--- src/rtl/mips_mem_arbiter_if.sv ---
// rtl/mips_mem_arbiter_if.sv - fetch/data requester and memory-side signal bundle for mips_mem_arbiter
interface mips_mem_arbiter_if #(
  parameter int ADDR_W = 10,
  parameter int DATA_W = 32
);
  logic              if_req;
  logic [ADDR_W-1:0] if_addr;
  logic              if_gnt;
  logic              if_rvalid;
  logic [DATA_W-1:0] if_rdata;

  logic              dm_req;
  logic              dm_we;
  logic [ADDR_W-1:0] dm_addr;
  logic [DATA_W-1:0] dm_wdata;
  logic              dm_gnt;
  logic              dm_rvalid;
  logic [DATA_W-1:0] dm_rdata;

  logic              m_en;
  logic              m_we;
  logic [ADDR_W-1:0] m_addr;
  logic [DATA_W-1:0] m_wdata;
  logic [DATA_W-1:0] m_rdata;

  logic              busy;

  modport slave (
    input  if_req, if_addr, dm_req, dm_we, dm_addr, dm_wdata, m_rdata,
    output if_gnt, if_rvalid, if_rdata, dm_gnt, dm_rvalid, dm_rdata,
           m_en, m_we, m_addr, m_wdata, busy
  );

  modport master (
    output if_req, if_addr, dm_req, dm_we, dm_addr, dm_wdata, m_rdata,
    input  if_gnt, if_rvalid, if_rdata, dm_gnt, dm_rvalid, dm_rdata,
           m_en, m_we, m_addr, m_wdata, busy
  );
endinterface

--- src/rtl/mips_mem_arbiter.sv ---
// rtl/mips_mem_arbiter.sv - serialises fetch and load/store accesses onto one unified word memory
// MIPS_ARB_RR_EN selects round-robin; otherwise DM priority with an IF starvation guard.
module mips_mem_arbiter #(
  parameter int ADDR_W     = 10,
  parameter int DATA_W     = 32,
  parameter int MEM_LAT    = 1,
  parameter int STARVE_MAX = 4
) (
  input logic               clk,
  input logic               rst,
  mips_mem_arbiter_if.slave bus
);

  localparam int LW = (MEM_LAT > 1) ? $clog2(MEM_LAT) : 1;

  typedef enum logic [1:0] {IDLE, ISSUE, WAIT} state_t;

  state_t          state;
  logic [LW-1:0]   lat_cnt;
  logic            owner_dm;
  logic            pick_dm;

`ifdef MIPS_ARB_RR_EN
  logic rr_dm;

  always_comb begin
    pick_dm = bus.dm_req && (!bus.if_req || rr_dm);
  end
`else
  localparam int SW = (STARVE_MAX > 0) ? $clog2(STARVE_MAX + 1) : 1;
  localparam logic [SW-1:0] STARVE_LIM = SW'(STARVE_MAX);

  logic [SW-1:0] starve_cnt;
  logic          force_if;

  // DM keeps priority unless fetch has watched STARVE_MAX DM grants in a row
  always_comb begin
    force_if = (STARVE_MAX != 0) && (starve_cnt == STARVE_LIM);
    pick_dm  = bus.dm_req && !(bus.if_req && force_if);
  end
`endif

  always_ff @(posedge clk) begin
    if (rst) begin
      state         <= IDLE;
      lat_cnt       <= '0;
      owner_dm      <= 1'b0;
      bus.if_gnt    <= 1'b0;
      bus.if_rvalid <= 1'b0;
      bus.if_rdata  <= '0;
      bus.dm_gnt    <= 1'b0;
      bus.dm_rvalid <= 1'b0;
      bus.dm_rdata  <= '0;
      bus.m_en      <= 1'b0;
      bus.m_we      <= 1'b0;
      bus.m_addr    <= '0;
      bus.m_wdata   <= '0;
      bus.busy      <= 1'b0;
`ifdef MIPS_ARB_RR_EN
      rr_dm         <= 1'b1;
`else
      starve_cnt    <= '0;
`endif
    end else begin
      case (state)
        IDLE: begin
          bus.if_rvalid <= 1'b0;
          bus.dm_rvalid <= 1'b0;
          if (bus.if_req || bus.dm_req) begin
            owner_dm    <= pick_dm;
            bus.m_en    <= 1'b1;
            bus.m_we    <= pick_dm && bus.dm_we;
            bus.m_addr  <= pick_dm ? bus.dm_addr : bus.if_addr;
            bus.m_wdata <= pick_dm ? bus.dm_wdata : '0;
            bus.dm_gnt  <= pick_dm;
            bus.if_gnt  <= !pick_dm;
            bus.busy    <= 1'b1;
            state       <= ISSUE;
`ifdef MIPS_ARB_RR_EN
            rr_dm       <= !pick_dm;
`else
            if (pick_dm && bus.if_req)
              starve_cnt <= (starve_cnt == STARVE_LIM) ? starve_cnt : starve_cnt + 1'b1;
            else
              starve_cnt <= '0;
`endif
          end
        end
        ISSUE: begin
          bus.m_en   <= 1'b0;
          bus.if_gnt <= 1'b0;
          bus.dm_gnt <= 1'b0;
          lat_cnt    <= LW'(MEM_LAT - 1);
          state      <= WAIT;
        end
        WAIT: begin
          if (lat_cnt == '0) begin
            // m_we still reflects the access in flight, so it marks a store completion
            if (owner_dm) begin
              bus.dm_rvalid <= 1'b1;
              bus.dm_rdata  <= bus.m_we ? '0 : bus.m_rdata;
            end else begin
              bus.if_rvalid <= 1'b1;
              bus.if_rdata  <= bus.m_rdata;
            end
            bus.busy <= 1'b0;
            state    <= IDLE;
          end else begin
            lat_cnt <= lat_cnt - 1'b1;
          end
        end
        default: state <= IDLE;
      endcase
    end
  end

endmodule
--- src/flat_wrapper.sv ---
// flat-port wrapper written by rule: the top's interface ports become plain ports
module mips_mem_arbiter_flat 
#(
  parameter int ADDR_W     = 10,
  parameter int DATA_W     = 32,
  parameter int MEM_LAT    = 1,
  parameter int STARVE_MAX = 4
)
  (clk, rst, bus_if_req, bus_if_addr, bus_dm_req, bus_dm_we, bus_dm_addr, bus_dm_wdata, bus_m_rdata, bus_if_gnt, bus_if_rvalid, bus_if_rdata, bus_dm_gnt, bus_dm_rvalid, bus_dm_rdata, bus_m_en, bus_m_we, bus_m_addr, bus_m_wdata, bus_busy);
  mips_mem_arbiter_if #(.ADDR_W(ADDR_W), .DATA_W(DATA_W)) bus_i ();
  input logic clk;
  input logic rst;
  input wire logic [$bits(bus_i.if_req)-1:0] bus_if_req;
  input wire logic [$bits(bus_i.if_addr)-1:0] bus_if_addr;
  input wire logic [$bits(bus_i.dm_req)-1:0] bus_dm_req;
  input wire logic [$bits(bus_i.dm_we)-1:0] bus_dm_we;
  input wire logic [$bits(bus_i.dm_addr)-1:0] bus_dm_addr;
  input wire logic [$bits(bus_i.dm_wdata)-1:0] bus_dm_wdata;
  input wire logic [$bits(bus_i.m_rdata)-1:0] bus_m_rdata;
  output wire logic [$bits(bus_i.if_gnt)-1:0] bus_if_gnt;
  output wire logic [$bits(bus_i.if_rvalid)-1:0] bus_if_rvalid;
  output wire logic [$bits(bus_i.if_rdata)-1:0] bus_if_rdata;
  output wire logic [$bits(bus_i.dm_gnt)-1:0] bus_dm_gnt;
  output wire logic [$bits(bus_i.dm_rvalid)-1:0] bus_dm_rvalid;
  output wire logic [$bits(bus_i.dm_rdata)-1:0] bus_dm_rdata;
  output wire logic [$bits(bus_i.m_en)-1:0] bus_m_en;
  output wire logic [$bits(bus_i.m_we)-1:0] bus_m_we;
  output wire logic [$bits(bus_i.m_addr)-1:0] bus_m_addr;
  output wire logic [$bits(bus_i.m_wdata)-1:0] bus_m_wdata;
  output wire logic [$bits(bus_i.busy)-1:0] bus_busy;
  assign bus_i.if_req = bus_if_req;
  assign bus_i.if_addr = bus_if_addr;
  assign bus_i.dm_req = bus_dm_req;
  assign bus_i.dm_we = bus_dm_we;
  assign bus_i.dm_addr = bus_dm_addr;
  assign bus_i.dm_wdata = bus_dm_wdata;
  assign bus_i.m_rdata = bus_m_rdata;
  assign bus_if_gnt = bus_i.if_gnt;
  assign bus_if_rvalid = bus_i.if_rvalid;
  assign bus_if_rdata = bus_i.if_rdata;
  assign bus_dm_gnt = bus_i.dm_gnt;
  assign bus_dm_rvalid = bus_i.dm_rvalid;
  assign bus_dm_rdata = bus_i.dm_rdata;
  assign bus_m_en = bus_i.m_en;
  assign bus_m_we = bus_i.m_we;
  assign bus_m_addr = bus_i.m_addr;
  assign bus_m_wdata = bus_i.m_wdata;
  assign bus_busy = bus_i.busy;
  mips_mem_arbiter #(.ADDR_W(ADDR_W), .DATA_W(DATA_W), .MEM_LAT(MEM_LAT), .STARVE_MAX(STARVE_MAX)) u_core (.clk(clk), .rst(rst), .bus(bus_i));
endmodule
--- config.mk ---
export PLATFORM = sky130hd
export DESIGN_NAME = mips_mem_arbiter_flat
export DESIGN_NICKNAME = d
export VERILOG_FILES = /design/src/rtl/mips_mem_arbiter_if.sv /design/src/rtl/mips_mem_arbiter.sv /design/src/flat_wrapper.sv
export SDC_FILE = /design/constraint.sdc
export NUM_CORES = 1
export LEC_CHECK = 0
export ABC_AREA = 1
export BUFFER_PORTS_ARGS = -buffer_cell sky130_fd_sc_hd__buf_4
export CAP_MARGIN = 25
export CORE_MARGIN = 3
export CORE_UTILIZATION = 40
export CTS_CLUSTER_SIZE = 30
export DETAILED_ROUTE_END_ITERATION = 16
export PLACE_DENSITY_LB_ADDON = 0.25
export REMOVE_ABC_BUFFERS = 1
export SYNTH_ARGS = -nofsm -noshare
export SYNTH_HDL_FRONTEND = slang
export SYNTH_SLANG_ARGS = --single-unit
--- constraint.sdc ---
create_clock -name clk -period 1.8 [get_ports clk]
set_input_delay 0.18 -clock clk [delete_from_list [all_inputs] [get_ports clk]]
set_output_delay 0.18 -clock clk [all_outputs]
set_load 0.005 [all_outputs]
==> results of run 1 <==
## flip-flops by register name, summed over array words and instances (netlist names), 2 cells and up
| signal | cells |
|---|---|
| u_core.bus.if_rdata | 32 |
| u_core.bus.m_addr | 10 |
| u_core.bus.dm_rdata | 32 |
| u_core.state | 2 |
| u_core.starve_cnt | 3 |
| u_core.bus.m_wdata | 32 |
## worst max-delay path by stage
stage / from / depth (start not counted) / end / slack [ns]
finish: u_core.starve_cnt[1]$_SDFFE_PP0P_ / 8 / u_core.bus.m_addr[4]$_SDFFE_PP0P_ / 0.26
global route: u_core.starve_cnt[1]$_SDFFE_PP0P_ / 8 / u_core.bus.m_addr[0]$_SDFFE_PP0P_ / 0.14
CTS: u_core.starve_cnt[0]$_SDFFE_PP0P_ / 8 / u_core.bus.m_addr[4]$_SDFFE_PP0P_ / 0.26
detailed placement: u_core.starve_cnt[0]$_SDFFE_PP0P_ / 8 / u_core.bus.m_addr[8]$_SDFFE_PP0P_ / 0.29
global placement: u_core.starve_cnt[0]$_SDFFE_PP0P_ / 8 / u_core.bus.m_addr[3]$_SDFFE_PP0P_ / 0.36
floorplan: u_core.starve_cnt[0]$_SDFFE_PP0P_ / 5 / u_core.bus.m_wdata[0]$_SDFFE_PP0P_ / 0.30
## report_power, final
part	internal (mW)	switching, mW	total, mW
Combinational	0.385	0.423	0.808
Sequential	2.76	0.0774	2.84
Clock	2.77	1.12	3.89
Total	5.92	1.62	7.54
## final cells by class
cell class | count | area (sq um)
clock buffer | 23 | 498
clock inverter | 8 | 190
fill | 997 | 4220
inverter | 37 | 141
multi-input combinational | 384 | 1840
sequential | 119 | 2380
tap | 140 | 175
timing repair buffer | 214 | 1630
## cells in the mapped netlist
cell	count	area, sq um
nor3_1	1	5.00
a21oi_1	95	475
nand2_4	2	22.5
nand4_1	17	106
buf_2	5	25.0
inv_4	1	6.26
buf_1	1	3.75
inv_1	32	120
buf_6	5	56.3
buf_4	15	113
o21ai_1	3	15.0
nor2_2	1	6.26
nand4_4	1	21.3
nand2_2	2	12.5
nand3_2	1	10.0
nor2_1	28	105
nor2_4	3	33.8
dfxtp_1	119	2380
nand3_1	95	475
o21ai_0	25	125
clkbuf_1	20	75.1
inv_2	4	15.0
nand2_1	108	405
ha_1	2	25.0
## worst max-delay path, stage by stage (launching register included)
cell     delay (ns)
dfxtp_1        0.31
inv_1          0.08
ha_1           0.19
nand3_2        0.26
buf_12         0.27
nand3_1        0.07
nand2_1        0.06
nor2_1         0.12
nor2_1         0.05
## per-stage QoR
step	utilization [%]	power (mW)	cells	hold slack (ns)
floorplan	-	3.19	540	0.249
global placement	55.7	3.68	894	0.436
detailed placement	55.7	3.71	894	0.448
CTS	61.9	7.60	925	0.0158
global route	61.9	7.83	925	0.0343
finish	61.9	7.54	925	0.0284
## per-layer routing
metal	up-vias	GRT usage, %
li1	2333	-
met1	2216	25.6
met2	236	34.1
met3	12	8.33
met4	0	8.17
met5	-	0
## logic make-up (layout without fill, tap and decap cells)
group	count (synthesis)	count (layout)	synth area share [%]
flops	119	119	51.3
buf+inv	83	282	8.92
fa+ha+maj	2	2	0.539
compound gates	123	123	13.3
simple gates	259	259	25.9
==> results.json, run 1 <==
{
  "outcome": "completed",
  "cts_tree": "done",
  "initial_core_util_pct": 41.9,
  "cts_sinks": 119,
  "clock-root-buffer": "clkbuf_16",
  "drv_cap": 0,
  "fin_nets": 864,
  "fin_area_sq_um": 6860,
  "wl_per_cell_um": 15.0,
  "timing.fmax_mhz": 650,
  "top_layer": "met4",
  "maxSlewViolCount": 0,
  "grt_pass1_wl_um": 22000,
  "gp_congestion": 0.798,
  "ys_seq_area_share_pct": 51.3,
  "ant_nets": 0,
  "drc_errors": 0,
  "synthDistinctLibCells": 24,
  "hp-class": "input port to register",
  "vias": 4797,
  "clk_latency_ns": 0.41,
  "fin_crit_ns": 1.54,
  "timing.rr.end": "u_core.bus.m_addr[4]$_SDFFE_PP0P_",
  "min_to": "u_core.bus.m_wdata[8]$_SDFFE_PP0P_",
  "rsz0062_at_grt": "no",
  "fin_skew_ns": 0.00534,
  "grt_usage_pct": 21.2,
  "clockBufferDepth": 2,
  "post-cts-setup-buffers": 0,
  "drt_wl_total_um": 13800,
  "fp-row-count": 38,
  "r2r-start": "u_core.starve_cnt[1]$_SDFFE_PP0P_",
  "endpoint_kind": "register",
  "setup_viol": 0,
  "hold_buffers": 0,
  "hold_start": "bus_dm_wdata[8]",
  "relSlewSlack_pct": 65.3,
  "dieArea_sq_um": 12900,
  "antenna_cells": 0,
  "whs_path_depth": 3,
  "drt_iter0_markers": 345,
  "leakage_nw": 3.07,
  "synth_area_per_cell_sq_um": 7.92,
  "ys_warn_count": 0,
  "place_ws_ns": 0.291,
  "die_w_um": 114,
  "startpoint_type": "register",
  "hold_viol_final": 0,
  "routed_via_density": 5.19,
  "io_buffers": 201,
  "overflow": 0,
  "reg2reg_slack_ns": 0.26,
  "cts_inserted_buffers": 17,
  "reg2reg_depth": 8,
  "met2_length_um": 6700,
  "crit_type": "register to register",
  "drt_pass1_iterations": 5,
  "dpl-instance-area_sq_um": 6170,
  "final_common_cell": "buf_4",
  "cp.required_ns": 2.09,
  "cts_resized": 0,
  "arrival_ns": 1.83,
  "met1_length_um": 5440,
  "cp_max_fo": 30,
  "ys_ff_latch": 119,
  "grt_max_degree": 45,
  "mostFrequentLayoutCells": "buf_4, dfxtp_1, nand2_1",
  "core-area_sq_um": 11100,
  "area.growth.synth_to_final_pct": 47.9,
  "die_h_um": 114,
  "fin_setup_tns_ns": 0,
  "powerDensity_nw_per_um2": 1100,
  "drive_gt1_share_pct": 33.0,
  "clkTransAtPathRegs_ns": 0.05,
  "io_pins": 202,
  "grt_pass1_vias": 4581,
  "setup_slack_ns": 0.260,
  "worst_pin_slew_ns": 0.520,
  "period_share_pct": 85.5,
  "netlist_instances": 586,
  "htreeDepth": 4,
  "vdd_drop_max_mv": 0.548,
  "synth_area_sq_um": 4640,
  "met3_length_um": 1540,
  "hpwl_um": 9620,
  "grt_antenna_before_repair": 0
}
No activity file was read; power rests on OpenSTA's default activity.
==> run 2: changes to the inputs <==
Clock period 1.8 ns to 2 ns, I/O delays scaled along.
==> run 2 against run 1 <==
Against the previous run:
- sequential share of layout area grew 0.56 points
- die area is the same
- routed wire length grew 1.5%
- via count shrank 0.33%
- setup slack gained 0.21 ns
- worst hold slack gained 0.024 ns
- fmax grew 0.67%
- combinational power shrank 10%
- clock skew grew 0.0024 ns
- critical path type unchanged
- critical endpoint is now u_core.bus.m_addr[5]$_SDFFE_PP0P_
==> results.json, run 2 (same netlist as run 1, synthesis figures left out) <==
{
  "htreeDepth": 4,
  "crit_path_frequent_cell": "nor2_1",
  "largestRegisters": "u_core.bus.dm_rdata x32, u_core.bus.if_rdata x32, u_core.bus.m_wdata x32",
  "grt_max_degree": 44,
  "vdd_drop_max_mv": 0.595,
  "clk_latency_ns": 0.40,
  "drc_errors": 0,
  "maxSlewViolCount": 0,
  "clockBufferDepth": 2,
  "final_common_cell": "buf_4",
  "timing.fmax_mhz": 654,
  "area.growth.synth_to_final_pct": 45.5,
  "seqPwrFrac_pct": 40.9,
  "fin_crit_ns": 1.53,
  "p_clk_share_pct": 47.5,
  "combPwrFrac_pct": 11.6,
  "drt_wl_total_um": 14100,
  "crit_chain": "inv_1 > ha_1 > nand3_2 > buf_12 > nand3_1 > nand2_1 > nor2_1 > nor2_1",
  "hold_start": "bus_m_rdata[9]",
  "ant_nets": 0,
  "cp_slowest_cell": "dfxtp_1",
  "final_util_pct": 61.0,
  "routed_via_density": 5.19,
  "cp.required_ns": 2.29,
  "crit_type": "register to register",
  "grt_usage_pct": 21.4,
  "io_buffers": 201,
  "initial_core_util_pct": 41.9,
  "drive_gt1_share_pct": 32.7,
  "fin_skew_ns": 0.00777,
  "min_to": "u_core.bus.dm_rdata[9]$_SDFFE_PP0P_",
  "overflow": 0,
  "relSlewSlack_pct": 65.6,
  "cts_inserted_buffers": 17,
  "hp-class": "input port to register",
  "powerDensity_nw_per_um2": 927,
  "worst_pin_slew_ns": 0.514,
  "r2r-start": "u_core.starve_cnt[0]$_SDFFE_PP0P_",
  "mostFrequentLayoutCells": "buf_4, dfxtp_1, nand2_1",
  "die_h_um": 114,
  "clock-root-buffer": "clkbuf_16",
  "p_int_mw": 4.78,
  "whs_ns": 0.0520,
  "setup_slack_ns": 0.471,
  "drt_pass1_iterations": 6,
  "reg2reg_slack_ns": 0.47,
  "reg2reg_depth": 8,
  "cts_tree": "done",
  "fin_setup_tns_ns": 0,
  "grt_pass1_vias": 4616,
  "die_w_um": 114,
  "switching_power_mw": 1.49,
  "timing.rr.end": "u_core.bus.m_addr[5]$_SDFFE_PP0P_",
  "cp_max_fo": 30,
  "wl_per_cell_um": 15.2,
  "rsz0062_at_grt": "no",
  "grt_antenna_before_repair": 0,
  "period_share_pct": 76.5,
  "cts_resized": 0,
  "fin_nets": 862,
  "switching_share_pct": 23.7,
  "grt_pass1_wl_um": 22400,
  "core-area_sq_um": 11100,
  "drv_cap": 0,
  "setup_viol": 0,
  "whs_path_depth": 3,
  "io_pins": 202,
  "hold_viol_final": 0,
  "post-cts-setup-buffers": 0,
  "clkTransAtPathRegs_ns": 0.05,
  "endpoint_kind": "register",
  "startpoint_type": "register",
  "dieArea_sq_um": 12900,
  "fillers": 994,
  "cts_sinks": 119,
  "drt_iter0_markers": 423,
  "cpPeakStageDelay_ns": 0.32,
  "gp_congestion": 0.772,
  "outcome": "completed",
  "finalPower_mw": 6.26,
  "hpwl_um": 9670,
  "antenna_cells": 0,
  "vias": 4781,
  "place_ws_ns": 0.494,
  "leakage_nw": 3.00,
  "hold_buffers": 0,
  "fp-row-count": 38,
  "arrival_ns": 1.82
}
## run 2: power by group through the flow
stage	registers, mW	clock network [mW]	logic (mW)
after CTS	2.56	3.03	0.733
after detailed placement	2.61	0	0.730
final	2.56	2.98	0.727
after global placement	2.60	0	0.713
after floorplan	2.60	0	0.266
after global routing	2.57	3.16	0.802
## run 2: per-layer routing
layer | share of wire (%) | track usage [%]
met1 | 41 | 25.1
met2 | 48 | 36.0
met3 | 10 | 8.17
met4 | 1.5 | 6.81
met5 | 0 | 0
## run 2: worst max-delay path: cells and delay by family, from the launching register on
family        cells  cell delay, ns
fa+ha+maj         1            0.20
buf+inv           2            0.35
flops             1            0.32
simple gates      5            0.55
## run 2: area by class of cell
cell class / count / area (sq um) / area share, %
inverter: 37 / 141 / 2.09
tap: 140 / 175 / 2.59
sequential: 119 / 2380 / 35.3
clock inverter: 8 / 97.6 / 1.44
multi-input combinational: 384 / 1840 / 27.3
clock buffer: 22 / 484 / 7.17
timing repair buffer: 212 / 1630 / 24.1
## run 2: through the flow
| stage | std cells | instance area [sq um] |
|---|---|---|
| 2_1_floorplan | 540 | 4370 |
| 6_report | 922 | 6750 |
| 3_5_place_dp | 892 | 6170 |
| 4_1_cts | 922 | 6750 |
| 3_3_place_gp | 892 | 6170 |
| 5_1_grt | 922 | 6750 |
## run 2: how the worst max path moves through the flow
stage | startpoint | endpoint | slack, ns | depth (start not counted)
after floorplan | u_core.starve_cnt[0]$_SDFFE_PP0P_ | u_core.bus.m_wdata[0]$_SDFFE_PP0P_ | 0.50 | 5
after global placement | u_core.starve_cnt[0]$_SDFFE_PP0P_ | u_core.bus.m_addr[3]$_SDFFE_PP0P_ | 0.56 | 8
after detailed placement | u_core.starve_cnt[0]$_SDFFE_PP0P_ | u_core.bus.m_addr[5]$_SDFFE_PP0P_ | 0.49 | 8
after CTS | u_core.starve_cnt[0]$_SDFFE_PP0P_ | u_core.bus.m_addr[5]$_SDFFE_PP0P_ | 0.47 | 8
after global routing | u_core.starve_cnt[0]$_SDFFE_PP0P_ | u_core.bus.m_wdata[0]$_SDFFE_PP0P_ | 0.33 | 5
final | u_core.starve_cnt[0]$_SDFFE_PP0P_ | u_core.bus.m_addr[5]$_SDFFE_PP0P_ | 0.47 | 8
==> run 3: changes to the inputs <==
Settings changed: ABC_AREA 1 to 0.
Clock period 2 ns to 1.53 ns, I/O delays scaled along.
==> run 3 against run 2 <==
Against the previous run:
- register-to-register slack worse by 0.36 ns
- routed wire length is 4.2% higher
- largest cell class unchanged
- highest routed layer unchanged
- sequential share of layout area is 2.9 points lower
- sequential power is 30% higher
- clock skew is 0.0017 ns higher
- largest power group unchanged
- synthesized cell count is 6.0% lower
==> results.json, run 3 <==
{
  "outcome": "completed",
  "cp_top_family": "simple AND/OR/NAND/NOR gates",
  "vdd_drop_max_mv": 0.860,
  "grt_antenna_before_repair": 0,
  "seq_area_sq_um": 2380,
  "post-cts-setup-buffers": 0,
  "seqPwrFrac_pct": 37.8,
  "io_pins": 202,
  "grt_pass1_wl_um": 23500,
  "final_common_cell": "buf_4",
  "arrival_ns": 1.70,
  "die_w_um": 113,
  "cpPeakStageDelay_ns": 0.41,
  "synthArstFlopShare_pct": 0,
  "largestRegisters": "u_core.bus.dm_rdata x32, u_core.bus.if_rdata x32, u_core.bus.m_wdata x32",
  "gp_congestion": 0.796,
  "fin_setup_tns_ns": 0,
  "hold_viol_final": 0,
  "synthDistinctLibCells": 29,
  "p_int_mw": 6.93,
  "netlist_instances": 551,
  "antenna_cells": 0,
  "setup_slack_ns": 0.109,
  "vias": 4922,
  "dp.cells": 859,
  "place_ws_ns": 0.162,
  "endpoint_kind": "register",
  "clockBufferDepth": 2,
  "period_share_pct": 92.9,
  "rsz0062_at_grt": "no",
  "hpwl_um": 9430,
  "p_clk_share_pct": 50.5,
  "synth_edf_count": 0,
  "ant_nets": 0,
  "fin_nets": 869,
  "ys_ff_latch": 119,
  "routed_via_density": 5.29,
  "clkTransAtPathRegs_ns": 0.05,
  "r2r-start": "u_core.state[0]$_SDFFE_PP0P_",
  "overflow": 0,
  "core-area_sq_um": 11000,
  "switching_share_pct": 21.3,
  "whs_ns": 0.0132,
  "setup_viol": 0,
  "startpoint_type": "register",
  "maxSlewViolCount": 0,
  "cts_resized": 0,
  "cts_inserted_buffers": 17,
  "fin_area_sq_um": 7360,
  "die_h_um": 113,
  "drt_pass1_iterations": 6,
  "synth_area_per_cell_sq_um": 8.36,
  "drive_gt1_share_pct": 32.2,
  "clk_latency_ns": 0.41,
  "dieArea_sq_um": 12800,
  "fin_crit_ns": 1.42,
  "timing.fmax_mhz": 704,
  "cp_slowest_cell": "or2_2",
  "leakage_nw": 3.04,
  "drt_iter0_markers": 396,
  "cp_max_fo": 26,
  "fp-row-count": 38,
  "reg2reg_depth": 4,
  "htreeDepth": 4,
  "hold_buffers": 39,
  "multi_input_area_sq_um": 1940,
  "crit_chain": "or2_2 > buf_12 > o21ai_0 > a21oi_1",
  "synth_area_sq_um": 4610,
  "dpl-instance-area_sq_um": 6300,
  "ys.flop_type": "dfxtp_1",
  "grt_usage_pct": 22.7,
  "yosys-top-cells-count": "dfxtp_1, a21oi_1, nand2_1, nand3_1, o21ai_0",
  "drt_wl_total_um": 14600,
  "crit_type": "register to register",
  "timing.rr.end": "u_core.bus.m_wdata[0]$_SDFFE_PP0P_",
  "cp.required_ns": 1.81,
  "stdcell_count": 931,
  "yosys.area.top_type": "dfxtp_1",
  "wl_per_cell_um": 15.7,
  "hold_start": "bus_m_rdata[23]",
  "clock-root-buffer": "clkbuf_16",
  "fillers": 844,
  "synthMostInstantiatedCell": "dfxtp_1",
  "area.growth.synth_to_final_pct": 59.8,
  "fin_skew_ns": 0.00947,
  "relSlewSlack_pct": 72.7,
  "synth_area_leaders": "dfxtp_1, a21oi_1, nand2_1, nand3_1, nand3b_1",
  "synth_top_area_share_pct": 51.7,
  "cts_tree": "done",
  "crit_start": "u_core.state[0]$_SDFFE_PP0P_",
  "cp_num_buf_inv": 1,
  "io_buffers": 201,
  "switching_power_mw": 1.87,
  "min_to": "u_core.bus.if_rdata[23]$_SDFFE_PP0P_",
  "grt_max_degree": 64,
  "worst_pin_slew_ns": 0.405,
  "reg2reg_slack_ns": 0.11,
  "mostFrequentLayoutCells": "buf_4, dfxtp_1, a21oi_1",
  "powerDensity_nw_per_um2": 1200,
  "grt_pass1_vias": 4872,
  "hp-class": "input port to register",
  "ys_warn_count": 0,
  "initial_core_util_pct": 41.8,
  "cts_sinks": 119,
  "drc_errors": 0,
  "whs_path_depth": 3,
  "combPwrFrac_pct": 11.7,
  "ys_seq_area_share_pct": 51.7,
  "drv_cap": 0
}
run 3: cell types whose count changed in the layout (fill, tap and decap cells not counted), moves of 8 or more:
cell,before,now
o21ai_0,25,46
nor2_1,28,5
nand4_1,17,1
inv_1,32,4
nand3b_1,0,33
nand3_1,95,53
nand2_1,108,100
buf_12,3,11
dlygate4sd3_1,0,40
a31oi_1,0,10
a21oi_1,95,104
run 3: logic make-up (layout without fill, tap and decap cells):
logic type | after synthesis | count (layout) | share of synthesized area (%)
adder cells (fa/ha/maj) | 2 | 2 | 0.543
flip-flops | 119 | 119 | 51.7
buffers and inverters | 56 | 296 | 6.55
AND/OR/NAND/NOR | 205 | 205 | 22.2
AO/OA/AOI/OAI | 169 | 169 | 19.0
run 3: worst max-delay path by stage:
stage / endpoint / slack [ns] / cells after the start
global route: u_core.bus.m_wdata[5]$_SDFFE_PP0P_ / 0.03 / 4
finish: u_core.bus.m_wdata[0]$_SDFFE_PP0P_ / 0.11 / 4
global placement: u_core.starve_cnt[0]$_SDFFE_PP0P_ / 0.19 / 4
floorplan: u_core.starve_cnt[2]$_SDFFE_PP0P_ / -0.34 / 3
detailed placement: u_core.bus.m_wdata[28]$_SDFFE_PP0P_ / 0.16 / 5
CTS: u_core.bus.m_wdata[23]$_SDFFE_PP0P_ / 0.13 / 5
run 3: metal layers:
metal  wire length [um]  part of all wire (%)  track usage, %  vias up
met2               7070                    48            38.0      231
met4                314                   2.1            9.78        0
met1               5900                    40            26.1     2305
li1                   -                     -               -     2359
met3               1360                   9.3            8.29       27
met5                  0                     0               0        -
run 3: stage by stage:
stage          util (%)  power [mW]
5_1_grt            66.7        9.12
6_report           66.7        8.80
2_1_floorplan         -        3.68
3_3_place_gp       57.1        4.30
4_1_cts            66.6        8.87
3_5_place_dp       57.1        4.32
run 3: cell type report:
| type | count | area share [%] |
|---|---|---|
| Sequential cell | 119 | 32.4 |
| Timing Repair Buffer | 260 | 29.7 |
| Multi-Input combinational cell | 376 | 26.3 |
| Clock buffer | 23 | 6.36 |
| Clock inverter | 9 | 2.65 |
| Tap cell | 140 | 2.38 |
| Inverter | 4 | 0.204 |
run 3: power groups by stage:
stage	logic (mW)	registers, mW	clock network (mW)
6_report	1.03	3.32	4.45
5_1_grt	1.12	3.34	4.67
4_1_cts	1.02	3.32	4.53
3_5_place_dp	0.939	3.38	0
3_3_place_gp	0.922	3.38	0
2_1_floorplan	0.293	3.39	0
run 3: worst min-delay path, delay by kind of cell:
family	cells	cell delay, ns
simple gates	1	0.05
buf+inv	1	0.11
compound gates	1	0.05
